File: config.mk
export PLATFORM = sky130hd
export DESIGN_NAME = v1_shift_queue_ctrl
export DESIGN_NICKNAME = d
export VERILOG_FILES = /design/src/rtl/v1_shift_queue_ctrl.sv
export SDC_FILE = /design/constraint.sdc
export NUM_CORES = 1
export LEC_CHECK = 0
export CAP_MARGIN = 15
export CORE_UTILIZATION = 27
export DETAILED_ROUTE_END_ITERATION = 8
export HOLD_SLACK_MARGIN = 0.1
export PLACE_DENSITY = 0.82
export SETUP_SLACK_MARGIN = 0.5
export SLEW_MARGIN = 40
export SYNTH_ARGS = -nofsm -noshare
export SYNTH_HDL_FRONTEND = slang
export SYNTH_SLANG_ARGS = --single-unit
File: constraint.sdc
create_clock -name clk -period 2.5 [get_ports clk]
set_input_delay 0.625 -clock clk [delete_from_list [all_inputs] [get_ports clk]]
set_output_delay 0.625 -clock clk [all_outputs]
set_load 0.01 [all_outputs]
File: src/rtl/v1_shift_queue_ctrl.sv
// ---------------------------------------------------------------------------
// v1_shift_queue_ctrl
//
// Control path for a shift-register queue. The storage entries live outside
// this block; the controller tells each entry whether to load the broadcast
// enqueue data (wr_data) or to take the value of its upstream neighbour
// (shift_en, entry i loads entry i+1). Entry 0 is always the head.
//
// The only state held here is the occupancy counter. Every other output is a
// combinational function of that counter, enq_val, deq_rdy and rst.
//
// Ports
//   clk         in   sole clock, rising edge
//   rst         in   synchronous active-high reset; empties the queue
//   enq_val     in   producer offers enq_msg
//   enq_rdy     out  a message can be accepted this cycle (not full)
//   enq_msg     in   incoming message, p_bitwidth bits
//   deq_val     out  head entry holds a valid message (not empty)
//   deq_rdy     in   consumer takes the head this cycle
//   wr_data     out  per-entry write strobe, one-hot or zero
//   wr_data_in  out  write data broadcast to every entry (= enq_msg)
//   shift_en    out  per-entry shift strobe, entry i loads entry i+1
//   count       out  current occupancy, 0..p_depth
//   full        out  count == p_depth
//   empty       out  count == 0
// ---------------------------------------------------------------------------
module v1_shift_queue_ctrl #(
  parameter int p_depth    = 4,
  parameter int p_bitwidth = 32
) (
  input  logic                           clk,
  input  logic                           rst,
  input  logic                           enq_val,
  output logic                           enq_rdy,
  input  logic [p_bitwidth-1:0]          enq_msg,
  output logic                           deq_val,
  input  logic                           deq_rdy,
  output logic [p_depth-1:0]             wr_data,
  output logic [p_bitwidth-1:0]          wr_data_in,
  output logic [p_depth-1:0]             shift_en,
  output logic [$clog2(p_depth+1)-1:0]   count,
  output logic                           full,
  output logic                           empty
);

  localparam int CW = $clog2(p_depth + 1);
  localparam logic [CW-1:0] DEPTH_C = CW'(p_depth);

  logic [CW-1:0] count_q;
  logic [CW-1:0] count_d;
  logic          enq_fire;
  logic          deq_fire;
  logic [CW-1:0] wr_idx;

  // Occupancy register; reset wins over any concurrent fire.
  always_ff @(posedge clk) begin
    if (rst) begin
      count_q <= '0;
    end else begin
      count_q <= count_d;
    end
  end

  assign full    = (count_q == DEPTH_C);
  assign empty   = (count_q == '0);
  assign enq_rdy = !full;
  assign deq_val = !empty;
  assign count   = count_q;

  assign enq_fire = enq_val & enq_rdy;
  assign deq_fire = deq_val & deq_rdy;

  assign wr_data_in = enq_msg;

  // Because enq_rdy/deq_val already block enqueue-on-full and
  // dequeue-on-empty, count can neither overflow nor underflow here.
  always_comb begin
    count_d = count_q;
    if (enq_fire && !deq_fire) begin
      count_d = count_q + CW'(1);
    end else if (deq_fire && !enq_fire) begin
      count_d = count_q - CW'(1);
    end
  end

  // On a simultaneous enqueue/dequeue the tail moves down one slot while the
  // new message lands in the slot the old tail vacates (count-1). The write
  // strobe overrides the shift for that entry inside the storage.
  always_comb begin
    wr_idx = count_q;
    if (deq_fire) begin
      wr_idx = count_q - CW'(1);
    end
  end

  generate
    for (genvar gi = 0; gi < p_depth; gi++) begin : g_strobe
      localparam logic [CW-1:0] IDX_C  = CW'(gi);
      localparam logic [CW-1:0] NEXT_C = CW'(gi + 1);

      // Entry gi loads from entry gi+1 only when gi+1 is still occupied,
      // so entries at or beyond count never shift.
      assign shift_en[gi] = !rst && deq_fire && (NEXT_C < count_q);
      assign wr_data[gi]  = !rst && enq_fire && (wr_idx == IDX_C);
    end
  endgenerate

endmodule
==> flow_summary_export.csv, run 1 <==
group,metric,value,unit
outcome,status,"finished clean",
yosys,synth_top_area_share,34.47,%
floorplan,rows,18,
power,powerDensity,1098,nW/um2
power,leakagePower,0.0003997,uW
clock_network,cts.sinks,3,
drt,num_vias,606,
sta,fmax,443.5,MHz
cells_and_area,fillers,251,
worst_setup_path,endpoint_kind,"primary output",
cells_and_area,drive_gt1_share,52.58,%
yosys,yosysWarningCount,0,
global_routing,gr-total-overflow,0,
sta,period_needed,2.255,ns
floorplan,die_h,52.81,um
yosys,syn-instance-count,92,
floorplan,core_area,2455,um2
drt,wirelength,1.792,mm
yosys,ys_ff_latch,3,
clock_network,cts_buffer_depth,2,
yosys,synth_cell_types,31,
min_path,worstHoldPathCells,3,
cells_and_area,syn_to_final_growth,22.98,%
power,ir_drop,0.0004698,V
global_routing,grt_pass1_wl,2.808,mm
drt,avgRoutedWirePerCell,14.11,um
sta,post-route-period-util,90.19,%
drt,via_per_inst,4.772,
cells_and_area,finalNetCount,138,
worst_setup_path,worstRegToRegCells,8,
drt,ant_nets,0,
worst_setup_path,critPathRequiredTime,1.88,ns
cells_and_area,fin_util,34.91,%
sta,relSlewSlack,84.01,%
floorplan,initial_core_util,28.39,%
sta,setup_viol,0,
yosys,synth_area,696.9,um2
global_routing,grt_max_degree,11,
global_routing,antenna_found_initial,0,
min_path,worstHoldPathType,"register to register",
clock_network,htree_levels,1,
drt,drt_pass1_iterations,4,
floorplan,die_w,52.81,um
worst_setup_path,path_max_fanout,4,
cells_and_area,diodes,0,
floorplan,dieArea,2788,um2
global_routing,grt_pass1_vias,618,
worst_setup_path,critical_path_arrival,1.63,ns
yosys,synth_flop_cell,"dfxtp_1",
sta,whs,0.6603,ns
job,cap_viol_max_count,0,
sta,rsz0062_at_grt,"true",
clock_network,clock_latency,0.24,ns
clock_network,cts-root-buf,"clkbuf_4",
placement,place.gp.congestion,0.7847,
clock_network,numCtsBuffers,3,
yosys,synth_edf_count,0,
yosys,synth_area_per_cell,7.575,um2
yosys,netlist_top_cells_area,"buf_4 34%, dfxtp_1 8.6%, ha_1 7.2%",
sta,final-hold-violation-count,0,
yosys,syn_nets,132,
drt,drt_iter0_drc,4,
placement,hpwl,1.372,mm
yosys,synth.most_common_cell,"buf_4",
global_routing,grtUsageTotal,13.99,%
yosys,synth_top_area_cell,"buf_4",
sta,final-max-slew-violation-count,0,
worst_setup_path,start_kind,"register",
cells_and_area,largest_register_ffs,3,
sta,worst_pin_slew,0.2361,ns
yosys,ys_top_cells_by_count,"32 x buf_4, 7 x a21oi_1, 6 x inv_1",
clock_network,cts_tree,"built",
worst_setup_path,path_class,"register to primary output",
clock_network,cts.clk_slew.worst_paths,0.04,ns
placement,port_buffers,18,
drt,drc,0,
floorplan,num_io_pins,83,
sta,clock_skew,0.00003036,ns
yosys,seq_area_frac_synth,8.618,%
yosys,synthArstFlopShare,0,%
-- what timing repair did --
action / CTS / global route
resized for setup: 55 / 3
pin swaps: 2 / 1
gates cloned: 0 / 0
setup buffers: 3 / 2
hold buffers: 0 / 0
endpoints found under the setup margin: 12 / 9
-- worst max-delay path: stages (launching register included) --
cell and delay, ns:
dfxtp_2 0.35, inv_4 0.05, ha_4 0.17, nand3b_1 0.16, or2_1 0.23, nand4b_1 0.11, buf_6 0.13, a21oi_2 0.04
buf_2 0.13
-- metal layers --
| layer | track usage, % | wire length [um] |
|---|---|---|
| met2 | 22.78 | 895 |
| met5 | 0 | 0 |
| met3 | 3.768 | 162 |
| met1 | 14.04 | 643 |
| met4 | 13.60 | 91 |
-- final timing paths --
check / to / start / slack (ns)
worst max-delay path: wr_data[1] / count[1] / 0.25
worst min-delay path: count[1] / count[1] / 0.66
worst max register to register: count[1] / count[1] / 0.83
worst min register to register: count[1] / count[1] / 0.66
-- placed cells by master, fill, tap and decap left out, drive strengths merged, types with 2 or more instances in the layout --
cell           instances
a21oi                  7
buf                   28
clkbuf                 4
clkdlybuf4s15          2
clkdlybuf4s50          3
dfxtp                  3
dlygate4sd2            5
ha                     4
inv                    6
nand2                  4
nand3                  4
nand3b                 2
nand4                  2
nand4b                 2
nor2                   5
or3                    2
-- cells by family after synthesis --
| group | Yosys count | share of synthesized area [%] |
|---|---|---|
| and+or+nand+nor | 27 | 24.24 |
| xor gates and xnor gates | 1 | 2.335 |
| AOI/OAI and AO/OA | 13 | 11.67 |
| buffers and inverters | 43 | 43.80 |
| adders and majority gates | 4 | 7.182 |
| DFF | 3 | 8.618 |
| muxes | 1 | 2.154 |
-- per-stage QoR --
step	setup TNS (ns)	cells	power, uW	cell area [um2]	setup slack (ns)
final	0	127	940.7	857.1	0.2452
after global routing	0	127	1016	857.1	0.1620
after CTS	0	125	905.1	825.8	0.2550
after detailed placement	-3.294	118	781.3	780.7	-0.5333
after global placement	-3.004	118	759.1	780.7	-0.4878
after floorplan	0	92	558.1	742.0	0.2691
-- power by group --
part	switching [uW]	internal [uW]
sequential	22.0	70.8
clock	31.6	60.2
combinational	363	394
total	416	525
-- layout make-up --
type	instances	area, um2	area share [%]
Multi-Input combinational cell	46	399.1	46.57
Clock buffer	4	26.28	3.066
Tap cell	30	37.54	4.380
Inverter	6	27.53	3.212
Timing Repair Buffer	38	304.0	35.47
Sequential cell	3	62.56	7.299
Note: power is estimated with default switching activity, not from simulation.
==> inputs of run 2 (changes only) <==
--- a/config.mk
+++ b/config.mk
@@ -7,7 +7,9 @@
 export LEC_CHECK = 0
 export CAP_MARGIN = 15
 export CORE_UTILIZATION = 27
+export CTS_CLUSTER_SIZE = 14
 export DETAILED_ROUTE_END_ITERATION = 8
+export GPL_TIMING_DRIVEN = 0
 export HOLD_SLACK_MARGIN = 0.1
 export PLACE_DENSITY = 0.82
 export SETUP_SLACK_MARGIN = 0.5
==> run 2 against run 1 <==
Against the previous run:
- setup slack got worse by 0.19 ns
- critical path depth is 1 higher
- clock skew rose by 0.0024 ns
- sequential share of layout area down 3.0 points
- via count rose by 48%
- power is 20% higher
- utilization is 24 points higher
- largest power group unchanged
- largest cell class is now buffers
- routed wire length is 25% higher
- highest routed layer unchanged
- clock power fell by 7.4%
- sequential cell count is the same
==> flow_summary_export.csv, run 2 (synthesized netlist as in run 1, its figures left out) <==
group,metric,value,unit
power,powerDensity,780.2,nW/um2
drt,route.layer.met1.wl,799,um
floorplan,core_area,2455,um2
sta,relSlewSlack,84.17,%
clock_network,cts_tree,"built",
sta,tns,0,ns
cells_and_area,drive_gt1_share,55.90,%
sta,worst_pin_slew,0.2349,ns
global_routing,grt_pass1_wl,3.401,mm
power,leakagePower,0.0006985,uW
power,ir_drop,0.0004141,V
drt,avgRoutedWirePerCell,11.73,um
drt,wl_met3,192,um
clock_network,holdBufCountCts,0,
cells_and_area,fin_util,58.77,%
cells_and_area,finalNetCount,202,
placement,hpwl,1.603,mm
drt,drt_pass1_iterations,4,
drt,ant_nets,0,
floorplan,die_h,52.81,um
worst_setup_path,critical_path_arrival,1.82,ns
drt,wirelength,2.240,mm
worst_setup_path,worstReg2RegStart,"count[0]",
global_routing,gr-total-overflow,0,
drt,met2_length,1.211,mm
sta,post-route-period-util,97.67,%
cells_and_area,syn_to_final_growth,107.0,%
worst_setup_path,path_class,"register to primary output",
placement,place.gp.congestion,0.7602,
floorplan,num_io_pins,83,
clock_network,numCtsBuffers,3,
job,cap_viol_max_count,0,
placement,placed_cell_area,1260,um2
cells_and_area,diodes,0,
worst_setup_path,cp-startpoint,"count[0]",
drt,num_vias,894,
cells_and_area,final_common_cell,"buf_4",
global_routing,antenna_found_initial,0,
sta,final-max-slew-violation-count,0,
global_routing,grt_pass1_vias,858,
sta,rsz0062_at_grt,"true",
worst_setup_path,critPathRequiredTime,1.88,ns
clock_network,cts-root-buf,"clkbuf_4",
floorplan,initial_core_util,28.39,%
floorplan,dieArea,2788,um2
clock_network,cts.clk_slew.worst_paths,0.04,ns
drt,drt_iter0_drc,8,
floorplan,die_w,52.81,um
global_routing,grt_max_degree,11,
cells_and_area,largest_register_ffs,3,
worst_setup_path,start_kind,"register",
clock_network,clock_latency,0.23,ns
min_path,worstHoldPathType,"register to register",
floorplan,rows,18,
clock_network,cts.sinks,3,
worst_setup_path,path_max_fanout,4,
sta,setup_viol,0,
placement,port_buffers,48,
min_path,hold_start,"count[1]",
cells_and_area,fillers,215,
cells_and_area,most-common-layout-cells,"46 x buf_4, 36 x clkdlybuf4s50_1, 11 x buf_2",
sta,period_needed,2.442,ns
drt,via_per_inst,4.681,
drt,drc,0,
worst_setup_path,endpoint_kind,"primary output",
outcome,status,"finished clean",
sta,fmax,409.5,MHz
cells_and_area,fin_area,1443,um2
clock_network,cts_buffer_depth,2,
drt,route.top_layer_used,"met4",
sta,clock_skew,0.002398,ns
clock_network,htree_levels,1,
global_routing,grtUsageTotal,16.44,%
sta,final-hold-violation-count,0,
run 2: cell types whose count changed in the layout (fill, tap and decap cells not counted), sizes merged:
| cell | delta |
|---|---|
| buf | +37 |
| clkdlybuf4s50 | +33 |
| dlygate4sd2 | -5 |
| clkdlybuf4s15 | -2 |
| clkinvlp | +1 |
| dlymetal6s2s | +1 |
| inv | -1 |
run 2: cell type report:
type / count / area, um2 / share of cell area, %
clock buffers: 4 / 26.28 / 1.821
repair buffers: 65 / 579.3 / 40.16
plain buffers: 37 / 300.3 / 20.82
flip-flops and latches: 3 / 62.56 / 4.337
multi-input cells: 46 / 410.4 / 28.45
well taps: 30 / 37.54 / 2.602
inverters: 6 / 26.28 / 1.821
run 2: metrics by stage:
step	power, uW	instances	worst slack [ns]	hold WS [ns]
3_5_place_dp	817.8	170	-0.3343	0.7425
2_1_floorplan	558.1	92	0.2691	0.7185
4_1_cts	1063	189	0.05423	0.6499
3_3_place_gp	791.6	170	-0.3002	0.7301
6_report	1125	191	0.05815	0.6726
5_1_grt	1202	191	-0.03903	0.7188
run 2: timing repair:
item	4_1_cts	5_1_grt
gates cloned	0	0
endpoints found under the setup margin	12	11
pin swaps	5	1
buffers inserted	15	2
gates resized for setup	56	11
run 2: worst paths after layout:
path	end	slack (ns)	cells past startpoint
worst max-delay path	wr_data[0]	0.06	9
worst min-delay path	count[1]	0.67	2
worst max register to register	count[2]	0.63	10
worst min register to register	count[1]	0.67	2
run 2: power breakdown:
part | internal, uW | switching [uW] | total [uW] | leakage, uW
registers | 70.9 | 25.5 | 96.4 | 0.0000255
clock network | 59.8 | 25.2 | 85.0 | 0.0000150
logic | 528 | 416 | 944 | 0.000658
total | 659 | 466 | 1130 | 0.000698
run 2: layer usage:
| metal | global-route usage, % | vias to the layer above |
|---|---|---|
| met3 | 4.638 | 6 |
| li1 | - | 415 |
| met5 | 0 | - |
| met2 | 31.01 | 65 |
| met4 | 3.509 | 0 |
| met1 | 17.80 | 408 |
run 2: worst max-delay path, stage by stage (launching register included):
cell and delay [ns]:
dfxtp_2 0.34, buf_8 0.10, clkinvlp_4 0.11, ha_4 0.19
nand3b_1 0.17, or2_1 0.25, nand4b_1 0.12, buf_6 0.14
a21oi_2 0.03, buf_2 0.13
==> inputs of run 3 (changes only) <==
--- a/config.mk
+++ b/config.mk
@@ -5,6 +5,7 @@
 export SDC_FILE = /design/constraint.sdc
 export NUM_CORES = 1
 export LEC_CHECK = 0
+export ABC_CLOCK_PERIOD_IN_PS = 2380
 export CAP_MARGIN = 15
 export CORE_UTILIZATION = 27
 export CTS_CLUSTER_SIZE = 14
==> constraint.sdc (replaced) <==
create_clock -name clk -period 2.38 [get_ports clk]
set_input_delay 0.595 -clock clk [delete_from_list [all_inputs] [get_ports clk]]
set_output_delay 0.595 -clock clk [all_outputs]
set_load 0.01 [all_outputs]
==> run 3 against run 2 <==
Against the previous run:
- the run now ends with negative setup slack left
- register-to-register slack better by 0.04 ns
- routed wire length is 3.4% lower
- clock power is 6.4% higher
- critical endpoint is now wr_data[3]
- largest cell class unchanged
- highest routed layer is now met3
==> flow_summary_export.csv, run 3 (synthesized netlist as in run 1, its figures left out) <==
group,metric,value,unit
global_routing,gr-total-overflow,0,
floorplan,core_area,2455,um2
worst_setup_path,endpoint_kind,"primary output",
floorplan,dieArea,2788,um2
drt,met2_length,1.188,mm
sta,rsz0062_at_grt,"true",
worst_setup_path,r2r_end,"count[0]",
floorplan,die_w,52.81,um
drt,wirelength,2.163,mm
cells_and_area,stdcell_count,184,
power,p_sw_share,41.65,%
job,cap_viol_max_count,0,
drt,drt_iter0_drc,16,
min_path,hold_end,"count[1]",
sta,setup_ws,-0.08791,ns
floorplan,die_h,52.81,um
clock_network,cts.sinks,3,
sta,worst_pin_slew,0.2644,ns
worst_setup_path,worstRegToRegCells,8,
placement,hpwl,1.710,mm
sta,fmax,405.2,MHz
clock_network,clock_latency,0.24,ns
clock_network,cts_buffer_depth,2,
cells_and_area,finalNetCount,195,
cells_and_area,diodes,0,
sta,setup_viol,2,
worst_setup_path,reg2reg_slack,0.67,ns
worst_setup_path,cp_num_buf_inv,5,
cells_and_area,fin_util,56.07,%
outcome,violations,"negative setup slack",
cells_and_area,fillers,220,
cells_and_area,drive_gt1_share,52.60,%
power,pwr-share-comb,82.6,%
global_routing,grtUsageTotal,16.29,%
drt,route.top_layer_used,"met3",
sta,relSlewSlack,82.37,%
cells_and_area,fin_area,1376,um2
sta,post-route-period-util,103.7,%
power,power.switching,461.0,uW
global_routing,antenna_found_initial,0,
floorplan,initial_core_util,28.39,%
power,p_int,645.9,uW
power,leakagePower,0.0006427,uW
worst_setup_path,max_stage_delay,0.34,ns
sta,clock_skew,0.0005592,ns
worst_setup_path,cpLargestDelayFamily,"buffers and inverters",
worst_setup_path,path_max_fanout,3,
worst_setup_path,start_kind,"register",
worst_setup_path,crit_chain,"buf_8 > clkinvlp_4 > ha_4 > nand3b_1 > or2_1 > nand4b_1 > buf_6 > buf_6 > a21oi_2 > buf_2",
drt,wl_met3,206,um
placement,port_buffers,48,
min_path,hold_start,"count[1]",
power,clock_power_share,8.2,%
clock_network,cts_tree,"built",
outcome,status,"finished with violations",
worst_setup_path,critical_path_arrival,1.87,ns
placement,place.gp.congestion,0.7401,
min_path,worstHoldPathType,"register to register",
drt,route.layer.met1.wl,768,um
power,powerDensity,804.2,nW/um2
worst_setup_path,critPathRequiredTime,1.78,ns
clock_network,cts.clk_slew.worst_paths,0.04,ns
power,ir_drop,0.0004392,V
drt,num_vias,831,
power,pwr-share-seq,9.2,%
global_routing,grt_max_degree,11,
clock_network,htree_levels,1,
placement,placed_cell_area,1260,um2
global_routing,grt_pass1_vias,812,
global_routing,grt_pass1_wl,3.367,mm
floorplan,rows,18,
floorplan,num_io_pins,83,
cells_and_area,final_common_cell,"buf_4",
clock_network,numCtsBuffers,3,
worst_setup_path,worstReg2RegStart,"count[0]",
placement,dp_cells,170,
drt,drc,0,
clock_network,cts-root-buf,"clkbuf_4",
cells_and_area,largest_register_ffs,3,
drt,via_per_inst,4.516,
drt,drt_pass1_iterations,4,
worst_setup_path,slowest_stage,"dfxtp_2",
sta,final-hold-violation-count,0,
worst_setup_path,path_class,"register to primary output",
drt,avgRoutedWirePerCell,11.76,um
sta,final-max-slew-violation-count,0,
worst_setup_path,crit_top_cell,"buf_6",
cells_and_area,syn_to_final_growth,97.49,%
cells_and_area,most-common-layout-cells,"38 x buf_4, 37 x clkdlybuf4s50_1, 9 x buf_6",
drt,ant_nets,0,
clock_network,holdBufCountCts,0,
sta,period_needed,2.468,ns
min_path,worstHoldPathCells,2,
-- run 3: repair_timing --
item                                    in CTS  in global routing
setup buffers                                9                  1
resized for setup                           60                  2
pin swaps                                    4                  0
endpoints found under the setup margin      12                 12
-- run 3: final cells by class --
class,count,area [um2],area share (%)
plain buffers,37,300.3,21.82
clock buffers,4,26.28,1.909
inverters,6,26.28,1.909
multi-input cells,46,382.9,27.82
flip-flops and latches,3,62.56,4.545
well taps,30,37.54,2.727
repair buffers,58,540.5,39.27
-- run 3: power groups by stage --
stage               combinational (uW)  clock (uW)  sequential [uW]
global route                       980         104              105
floorplan                          482           0              105
detailed placement                 759           0              101
CTS                                891        93.7             99.2
global placement                   736           0             98.1
finish                             914        90.4              102
-- run 3: per-layer routing --
layer	global-route usage [%]	up-vias
met3	5.797	0
met5	0	-
met2	32.28	57
li1	-	399
met4	3.947	0
met1	15.51	375
-- run 3: worst max path at each step --
stage,depth (start not counted),from,endpoint,slack (ns)
global route,10,count[0],wr_data[3],-0.18
detailed placement,8,count[0],wr_data[3],-0.42
floorplan,8,count[0],wr_data[2],0.18
finish,10,count[0],wr_data[3],-0.09
CTS,10,count[0],wr_data[3],-0.1
global placement,4,enq_val,wr_data[3],-0.39
-- run 3: tightest hold or removal path, delay by kind of cell, from the launching register on --
family	cells	cell delay [ns]
compound gates	1	0.12
buf+inv	1	0.14
flops	1	0.35
-- run 3: per-stage QoR --
stage	total power [uW]	worst slack, ns	setup TNS [ns]	hold WS (ns)
2_1_floorplan	586.3	0.1791	0	0.7185
3_3_place_gp	833.7	-0.3865	-1.765	0.7259
3_5_place_dp	859.6	-0.4157	-2.002	0.7442
4_1_cts	1084	-0.09564	-0.1911	0.6535
5_1_grt	1189	-0.1786	-0.5074	0.6938
6_report	1107	-0.08791	-0.1733	0.6541
